--- config.mk ---
export PLATFORM = sky130hd
export DESIGN_NAME = multicycle_control
export DESIGN_NICKNAME = d
export VERILOG_FILES = /design/src/rtl/multicycle_control.sv
export SDC_FILE = /design/constraint.sdc
export NUM_CORES = 1
export LEC_CHECK = 0
export ABC_AREA = 1
export ABC_CLOCK_PERIOD_IN_PS = 1710
export CORE_MARGIN = 4
export CORE_UTILIZATION = 45
export DETAILED_ROUTE_END_ITERATION = 8
export PLACE_DENSITY = 0.8
export SETUP_SLACK_MARGIN = 0.15
export SLEW_MARGIN = 0
export SYNTH_ARGS = -nofsm -noshare
export SYNTH_HDL_FRONTEND = slang
export SYNTH_SLANG_ARGS = --single-unit
export TNS_END_PERCENT = 5
--- constraint.sdc ---
create_clock -name clk -period 1.71 [get_ports clk]
set_input_delay 0.342 -clock clk [delete_from_list [all_inputs] [get_ports clk]]
set_output_delay 0.342 -clock clk [all_outputs]
set_load 0.1 [all_outputs]
--- src/rtl/multicycle_control.sv ---
// Multicycle processor control FSM: fetch/decode/execute/memory/writeback sequencing
// with a wait-timeout watchdog on instruction and data memory handshakes.
module multicycle_control #(
  parameter int unsigned OPCODE_W = 4,
  parameter int unsigned ALU_W    = 3,
  parameter int unsigned WAIT_MAX = 15
) (
  input  logic                clk,
  input  logic                reset,
  input  logic [OPCODE_W-1:0] opcode,
  input  logic                instr_valid,
  input  logic                mem_ready,
  input  logic                resume,
  output logic [2:0]          state,
  output logic                pc_write,
  output logic                ir_write,
  output logic                mem_req,
  output logic                mem_write,
  output logic                regWriteEnable,
  output logic                imm_Control_6,
  output logic                imm_Control_3,
  output logic                jump,
  output logic                branch,
  output logic                halted,
  output logic                err,
  output logic [ALU_W-1:0]    aluControl
);

  localparam int unsigned CntW = $clog2(WAIT_MAX + 1);

  localparam logic [3:0] OpHalt = 4'd0;
  localparam logic [3:0] OpAdd  = 4'd1;
  localparam logic [3:0] OpSub  = 4'd2;
  localparam logic [3:0] OpAnd  = 4'd3;
  localparam logic [3:0] OpOr   = 4'd4;
  localparam logic [3:0] OpXor  = 4'd5;
  localparam logic [3:0] OpAddi = 4'd6;
  localparam logic [3:0] OpSubi = 4'd7;
  localparam logic [3:0] OpSlli = 4'd8;
  localparam logic [3:0] OpSrli = 4'd9;
  localparam logic [3:0] OpJal  = 4'd10;
  localparam logic [3:0] OpJalr = 4'd11;
  localparam logic [3:0] OpLw   = 4'd12;
  localparam logic [3:0] OpSw   = 4'd13;
  localparam logic [3:0] OpBeq  = 4'd14;
  localparam logic [3:0] OpBge  = 4'd15;

  typedef enum logic [2:0] {
    StFetch  = 3'd0,
    StDecode = 3'd1,
    StExec   = 3'd2,
    StMem    = 3'd3,
    StWb     = 3'd4,
    StHalt   = 3'd5
  } state_e;

  state_e              state_q, state_d;
  logic [OPCODE_W-1:0] op_q, op_d;
  logic [CntW-1:0]     cnt_q, cnt_d;
  logic                err_q, err_d;

  logic [3:0] op4;
  logic [2:0] alu_dec;
  logic       imm6_dec, imm3_dec, is_jmp, is_br, is_mem, is_sw;
  logic       op_big, wait_done;

  assign op4       = op_q[3:0];
  assign op_big    = (32'(opcode) >= 32'd16);
  // Timeout fires on the WAIT_MAX-th consecutive wait cycle.
  assign wait_done = (32'(cnt_q) >= WAIT_MAX - 32'd1);

  // Instruction class decode, driven only by the registered opcode.
  always_comb begin
    alu_dec  = 3'b000;
    imm6_dec = 1'b0;
    imm3_dec = 1'b0;
    is_jmp   = 1'b0;
    is_br    = 1'b0;
    is_mem   = 1'b0;
    is_sw    = 1'b0;
    case (op4)
      OpHalt, OpAdd: ;
      OpSub:  alu_dec = 3'b001;
      OpAnd:  alu_dec = 3'b010;
      OpOr:   alu_dec = 3'b011;
      OpXor:  alu_dec = 3'b100;
      OpAddi: imm6_dec = 1'b1;
      OpSubi: begin alu_dec = 3'b001; imm6_dec = 1'b1; end
      OpSlli: begin alu_dec = 3'b101; imm6_dec = 1'b1; end
      OpSrli: begin alu_dec = 3'b110; imm6_dec = 1'b1; end
      OpJal, OpJalr: begin imm6_dec = 1'b1; is_jmp = 1'b1; end
      OpLw:   begin imm6_dec = 1'b1; is_mem = 1'b1; end
      OpSw:   begin imm6_dec = 1'b1; is_mem = 1'b1; is_sw = 1'b1; end
      OpBeq, OpBge: begin imm3_dec = 1'b1; is_br = 1'b1; end
      default: ;
    endcase
  end

  always_comb begin
    state_d        = state_q;
    op_d           = op_q;
    cnt_d          = cnt_q;
    err_d          = err_q;
    pc_write       = 1'b0;
    ir_write       = 1'b0;
    mem_req        = 1'b0;
    mem_write      = 1'b0;
    regWriteEnable = 1'b0;
    imm_Control_6  = 1'b0;
    imm_Control_3  = 1'b0;
    jump           = 1'b0;
    branch         = 1'b0;
    halted         = 1'b0;
    aluControl     = '0;

    if (state_q inside {StExec, StMem, StWb}) begin
      aluControl    = ALU_W'(alu_dec);
      imm_Control_6 = imm6_dec;
      imm_Control_3 = imm3_dec;
    end

    case (state_q)
      StFetch: begin
        mem_req = 1'b1;
        if (instr_valid) begin
          ir_write = 1'b1;
          state_d  = StDecode;
        end else if (wait_done) begin
          state_d = StHalt;
          err_d   = 1'b1;
        end else begin
          cnt_d = cnt_q + CntW'(1);
        end
      end
      StDecode: begin
        op_d = opcode;
        if (op_big) begin
          state_d = StHalt;
          err_d   = 1'b1;
        end else if (opcode == '0) begin
          state_d = StHalt;
        end else begin
          state_d = StExec;
        end
      end
      StExec: begin
        branch   = is_br;
        jump     = is_jmp;
        pc_write = is_br;
        if (is_br)       state_d = StFetch;
        else if (is_mem) state_d = StMem;
        else             state_d = StWb;
      end
      StMem: begin
        mem_req   = 1'b1;
        mem_write = is_sw;
        if (mem_ready) begin
          pc_write = is_sw;
          state_d  = is_sw ? StFetch : StWb;
        end else if (wait_done) begin
          state_d = StHalt;
          err_d   = 1'b1;
        end else begin
          cnt_d = cnt_q + CntW'(1);
        end
      end
      StWb: begin
        regWriteEnable = 1'b1;
        pc_write       = 1'b1;
        jump           = is_jmp;
        state_d        = StFetch;
      end
      StHalt: begin
        halted = 1'b1;
        if (resume) begin
          err_d   = 1'b0;
          state_d = StFetch;
        end
      end
      default: begin
        state_d = StHalt;
        err_d   = 1'b1;
      end
    endcase

    if (state_d != state_q) cnt_d = '0;
  end

  always_ff @(posedge clk) begin
    if (reset) begin
      state_q <= StFetch;
      op_q    <= '0;
      cnt_q   <= '0;
      err_q   <= 1'b0;
    end else begin
      state_q <= state_d;
      op_q    <= op_d;
      cnt_q   <= cnt_d;
      err_q   <= err_d;
    end
  end

  assign state = state_q;
  assign err   = err_q;

endmodule

==> results of run 1 <==
==> metal layers <==
layer  routed length [um]  share of wire
met5                    0              0
met4                  276          0.066
met3                  237          0.057
met2                 2070           0.50
met1                 1590           0.38
==> placed cells by master (no fill, tap or decap), types with 3 or more instances in the layout <==
cell type / instances
nand2_1: 23
buf_4: 18
buf_12: 17
inv_1: 16
nand2_2: 13
nor2_4: 12
inv_2: 10
a21oi_1: 9
clkdlybuf4s50_1: 8
nand3_1: 7
nor2_1: 6
dfxtp_4: 6
nor3_1: 5
o21ai_0: 5
dfxtp_1: 5
nor2_2: 4
nor3_2: 4
nand2_4: 3
o21ai_2: 3
clkbuf_4: 3
==> synth_stat cells, drive strengths merged (2+ instances only) <==
library cell | count | share of area
buf | 2 | 0.019
xor2 | 2 | 0.018
nor3 | 11 | 0.076
ha | 2 | 0.025
nor2 | 22 | 0.12
nand3 | 10 | 0.061
dfxtp | 12 | 0.24
inv | 31 | 0.12
nand4 | 2 | 0.013
a31oi | 2 | 0.013
a21oi | 10 | 0.051
nand2 | 39 | 0.16
o21ai | 8 | 0.045
==> sequential cells by signal, summed over array words and instances (netlist names) <==
signal and count:
err 1, op4 4, cnt_q 4, state 3
==> cells by family (layout without fill, tap and decap cells) <==
| logic type | count (synthesis) | after routing | share of synthesized area |
|---|---|---|---|
| AOI/OAI and AO/OA | 23 | 23 | 0.131 |
| xor gates and xnor gates | 2 | 2 | 0.0178 |
| adders and majority gates | 2 | 2 | 0.0254 |
| buffers and inverters | 33 | 79 | 0.137 |
| DFF | 12 | 12 | 0.244 |
| and+or+nand+nor | 85 | 85 | 0.444 |
==> repair_timing <==
action                     4_1_cts  5_1_grt
pin swaps                       14       17
buffers inserted                 7        5
resized for setup               32       16
setup endpoints to repair       17       17
hold endpoints to repair         0        0
==> through the flow <==
stage	total power, mW	std cells	util	hold slack [ns]
after floorplan	0.871	157	-	0.401
after global placement	1.08	214	0.772	0.511
after detailed placement	1.10	214	0.772	0.539
after CTS	1.37	225	0.852	0.528
after global routing	1.54	230	0.897	0.543
final	1.48	230	0.897	0.555
==> layout make-up <==
type / instances / area [um^2] / area share
Clock buffer: 4 / 26.3 / 0.0145
Inverter: 31 / 134 / 0.0738
Multi-Input combinational cell: 112 / 788 / 0.435
Sequential cell: 12 / 264 / 0.146
Tap cell: 27 / 33.8 / 0.0186
Timing Repair Buffer: 44 / 567 / 0.313
==> worst max path at each step <==
stage / startpoint / end / slack (ns) / cells past startpoint
floorplan: state[0] / aluControl[1] / -0.84 / 8
global placement: opcode[2] / cnt_q[2] / 0.005 / 11
detailed placement: opcode[2] / cnt_q[0] / -0.06 / 11
CTS: state[0] / aluControl[1] / -0.12 / 8
global route: state[0] / aluControl[2] / -0.27 / 8
finish: state[0] / aluControl[2] / -0.20 / 8
==> tightest hold or removal path, stage by stage (launching register included) <==
cell and delay, ns:
dfxtp_4 0.37, inv_2 0.08, a21oi_1 0.06
==> power groups by stage <==
stage / Combinational (mW) / Sequential, mW / Clock (mW)
floorplan: 0.438 / 0.433 / 0
global placement: 0.720 / 0.360 / 0
detailed placement: 0.741 / 0.363 / 0
CTS: 0.814 / 0.363 / 0.192
global route: 0.953 / 0.378 / 0.213
finish: 0.913 / 0.374 / 0.197
==> results.toml, run 1 <==
[run_status]
outcome = "finished with violations"
violations = "setup timing"

[route]
wirelength_um = 4170
drt-wirelength-per-cell_um = 18.1
drt_iter0_drc = 77
drc = 0
drtPass1Iterations = 4
ant_nets = 0
via_per_inst = 5.80
vias = 1334

[floorplan]
io_pins = 26
die_area_mm2 = 0.00300
core_mm2 = 0.00202
rows = 16
die_x_um = 54.8
initial_core_util = 0.486
dieHeight_um = 54.8

[clocking]
cts_sinks = 12
clock_path_buffers = 2
cts-root-buf = "clkbuf_4"
clock_latency_ns = 0.29
cts_tree = "built"
cts_htree_levels = 1
cts_made_buffers = 3
cts_hold_buf = 0
clk_pin_slew_worst_paths_ns = 0.08

[synth]
synth_area_um2 = 983
syn_area_per_cell_um2 = 6.26
synthArstFlopShare = 0
ys_ff_latch = 12
ys.flop_type = "dfxtp_1"
synth_cell_types = 25
seq_area_frac_synth = 0.244
synthCells = 157
synth_nets = 168
synth_edf_count = 0
yosys_warnings = 0

[flow_run]
maxCapViolCount = 0

[pwr]
power.density_mw_per_mm2 = 819
p_sw_frac = 0.511
intPower_uw = 727
vdd_drop_max_v = 0.000783
power_frac_comb = 0.615
power_frac_clock = 0.133
seqPwrFrac = 0.252
netSwitchingPower_uw = 758
power.leakage_nw = 0.767

[setup_path]
crit_type = "flip-flop to output pin"
reg2reg_slack_ns = 0.07
rr_endpoint = "cnt_q[2]"
end_kind = "output pin"
path_delay_family = "buffers and inverters"
cp_slowest_cell = "dfxtp_4"
reg2reg_depth = 9
worstPathArrival_ns = 1.57
r2r_start = "state[1]"
required_ns = 1.37
crit_fanout = 5
crit_path_max_incr_delay_ns = 0.41
startpoint_type = "flip-flop"
cp_cell_sequence = "nor2_4 > nand2_4 > clkinvlp_4 > nor2_4 > inv_2 > o21ai_0 > inv_2 > buf_12"
cp_num_buf_inv = 4

[timing]
setup_viol = 11
drv_slew = 0
tightest_slew_ns = 0.275
finClkSkew_ns = 0.00336
fmax_mhz = 523
setup_ws_ns = -0.203
fin_crit_ns = 1.91
fin_crit_sh = 1.12
hold_viol_final = 0
finalSetupTns_ns = -1.40
rsz0062_at_grt = "yes"
maxSlewHeadroom = 0.814

[global_route]
antenna_found_initial = 0
met2_usage = 0.490
grt_pass1_wl_um = 5710
grt_util_all_layers = 0.271
grt_use_met1 = 0.289
grt-ovfl-total = 0
grt_pass1_vias = 1244
grt_max_degree = 9
met3_usage = 0.0490
grt_busiest_layer = "met2"

[finish]
diodes = 0
fill_cells = 91
syn2layout_area_growth_pct = 84.4
drive_gt1_frac = 0.537
fin_nets = 215
stdcell_area_mm2 = 0.00181

[place]
dp_hpwl_um = 2400
gp_congestion = 0.840
io_buffer_count = 25
pre_cts_ws_ns = -0.0641
placed_area_mm2 = 0.00156

[hold_path]
whs_endpoint = "op4[3]"
holdCritPathClass = "flip-flop to flip-flop"
hp-start = "op4[3]"
hold-path-cell-count = 2
No activity file was read; power rests on OpenSTA's default activity.
==> run 2, diff against run 1 <==
ABC_AREA = not set   (was 1)
==> results.toml, run 2 <==
[run_status]
outcome = "finished with violations"
violations = "setup timing"

[setup_path]
reg2reg_depth = 8
crit_fanout = 4
required_ns = 1.93
path_delay_family = "compound AO/OA/AOI/OAI gates"
rr_endpoint = "cnt_q[3]"
cp_cell_sequence = "inv_2 > ha_4 > o211ai_1 > nand2_1 > o22a_2 > a221oi_4 > o211ai_4 > nor2_1"
end_kind = "flip-flop"
cp_num_buf_inv = 1
crit_path_max_incr_delay_ns = 0.37
cp_slowest_cell = "dfxtp_2"
worstPathArrival_ns = 2.36
startpoint_type = "flip-flop"
r2r_start = "cnt_q[0]"
crit_type = "flip-flop to flip-flop"
reg2reg_slack_ns = -0.42

[place]
dp_hpwl_um = 2710
pre_cts_ws_ns = -0.691
gp_congestion = 0.958
io_buffer_count = 25

[timing]
hold_viol_final = 0
fin_crit_ns = 2.13
drv_slew = 0
finClkSkew_ns = 0.0204
rsz0062_at_grt = "yes"
fin_crit_sh = 1.25
tightest_slew_ns = 0.465
setup_viol = 20
maxSlewHeadroom = 0.688
setup_ws_ns = -0.424
fmax_mhz = 469

[hold_path]
holdCritPathClass = "primary input to flip-flop"
whs_endpoint = "op4[3]"
hold-path-cell-count = 3
hp-start = "opcode[3]"

[finish]
fin_nets = 189
seq_area_um2 = 260
drive_gt1_frac = 0.638
fin_util = 0.964
final_cell_mix = "buf_4, buf_12, nor2_1"
multi_input_area_um2 = 902
layout_commonest_cell = "buf_4"
fill_cells = 40
syn2layout_area_growth_pct = 98.2
diodes = 0

[route]
drt_iter0_drc = 123
vias = 1447
ant_nets = 0
wirelength_um = 6240
via_per_inst = 7.09
drtPass1Iterations = 6
drt-wirelength-per-cell_um = 30.6
drc = 0

[flow_run]
maxCapViolCount = 0

[global_route]
grt_pass1_wl_um = 7800
grt-ovfl-total = 0
grt_util_all_layers = 0.383
antenna_found_initial = 1
grt_max_degree = 11
grt_pass1_vias = 1412

[synth]
ys_ff_latch = 12
ys.flop_type = "dfxtp_1"
synthCells = 119
synth_cell_types = 50
synth.most_common_cell = "nor2_1"
yosys_warnings = 0
synth_area_leaders = "dfxtp_1, nor2_1, a21oi_1, mux2i_1, a211oi_1"
synth_edf_count = 0
synth_nets = 130
synth_commonest_cells = "nor2_1, dfxtp_1, a21oi_1"
syn_area_per_cell_um2 = 8.26
seq_area_frac_synth = 0.244
synthArstFlopShare = 0
synth_top_area_share = 0.244
synth_top_area_cell = "dfxtp_1"
synth_area_um2 = 983

[clocking]
cts_sinks = 12
cts_hold_buf = 0
cts_tree = "built"
clk_pin_slew_worst_paths_ns = 0.11
cts_htree_levels = 1
clock_path_buffers = 2
cts-root-buf = "clkbuf_4"
clock_latency_ns = 0.31
cts_made_buffers = 3

[floorplan]
dieHeight_um = 54.8
initial_core_util = 0.486
rows = 16
die_x_um = 54.8
die_area_mm2 = 0.00300
io_pins = 26
core_mm2 = 0.00202

[pwr]
power.density_mw_per_mm2 = 595
vdd_drop_max_v = 0.000666
power.leakage_nw = 0.753
## run 2: cell count changes in the layout (fill, tap and decap cells not counted), sizes merged, moves of 5 or more
cell           change
inv               -25
nand3              -9
nor3               -8
a211oi             +5
clkdlybuf4s50      -5
buf               +21
nand2             -30
o21ai              -6
## run 2: power by group
part | leakage [nW] | internal, mW | switching [mW] | total, mW
logic | 0.635 | 0.241 | 0.368 | 0.608
registers | 0.102 | 0.298 | 0.0402 | 0.338
clock network | 0.0154 | 0.0853 | 0.129 | 0.215
total | 0.753 | 0.623 | 0.537 | 1.16
## run 2: area by class of cell
class / count / area share
flip-flops and latches: 12 / 0.134
repair buffers: 62 / 0.363
multi-input cells: 95 / 0.463
clock buffers: 3 / 0.0116
clock inverters: 1 / 0.00193
well taps: 27 / 0.0173
inverters: 4 / 0.0103
## run 2: worst max-delay path by stage
stage                          endpoint     start  cells past startpoint
after floorplan           aluControl[2]  state[2]                      5
after global placement         cnt_q[1]    resume                      7
after detailed placement       cnt_q[1]    resume                      7
after CTS                 aluControl[0]    op4[2]                      5
after global routing           cnt_q[3]  cnt_q[0]                      8
final                          cnt_q[3]  cnt_q[0]                      8
## run 2: worst register-to-register path: stages, from the launching register on
cell,delay (ns)
dfxtp_2,0.37
inv_2,0.06
ha_4,0.16
o211ai_1,0.36
nand2_1,0.17
o22a_2,0.26
a221oi_4,0.32
o211ai_4,0.14
nor2_1,0.21
## run 2: what timing repair did
action,CTS,global route
pin swaps,20,3
resized for setup,46,13
cloned,0,0
endpoints found under the setup margin,24,25
setup buffers,5,0
hold endpoints to repair,0,0
## run 2: logic make-up after synthesis
group | after synthesis | share of synthesized area
buffers and inverters | 12 | 0.0789
multiplexers | 4 | 0.0407
AO/OA/AOI/OAI | 33 | 0.279
adder cells (fa/ha/maj) | 2 | 0.0254
XOR/XNOR | 6 | 0.0534
flip-flops | 12 | 0.244
AND/OR/NAND/NOR | 50 | 0.279
## run 2: metrics by stage
stage | hold WS (ns) | instance area [um^2] | std cells | setup TNS, ns | power, mW
2_1_floorplan | 0.463 | 1090 | 119 | -13.64 | 0.643
3_3_place_gp | 0.495 | 1710 | 195 | -2.98 | 0.811
3_5_place_dp | 0.525 | 1710 | 195 | -3.84 | 0.828
4_1_cts | 0.313 | 1890 | 204 | -1.70 | 1.05
5_1_grt | 0.352 | 1950 | 204 | -4.90 | 1.19
6_report | 0.354 | 1950 | 204 | -4.33 | 1.16
## run 2: per-layer routing
layer	track usage	routed length, um	vias up
li1	-	-	552
met1	0.430	2070	652
met2	0.646	2740	179
met3	0.0736	812	62
met4	0.257	608	2
met5	0	13	-
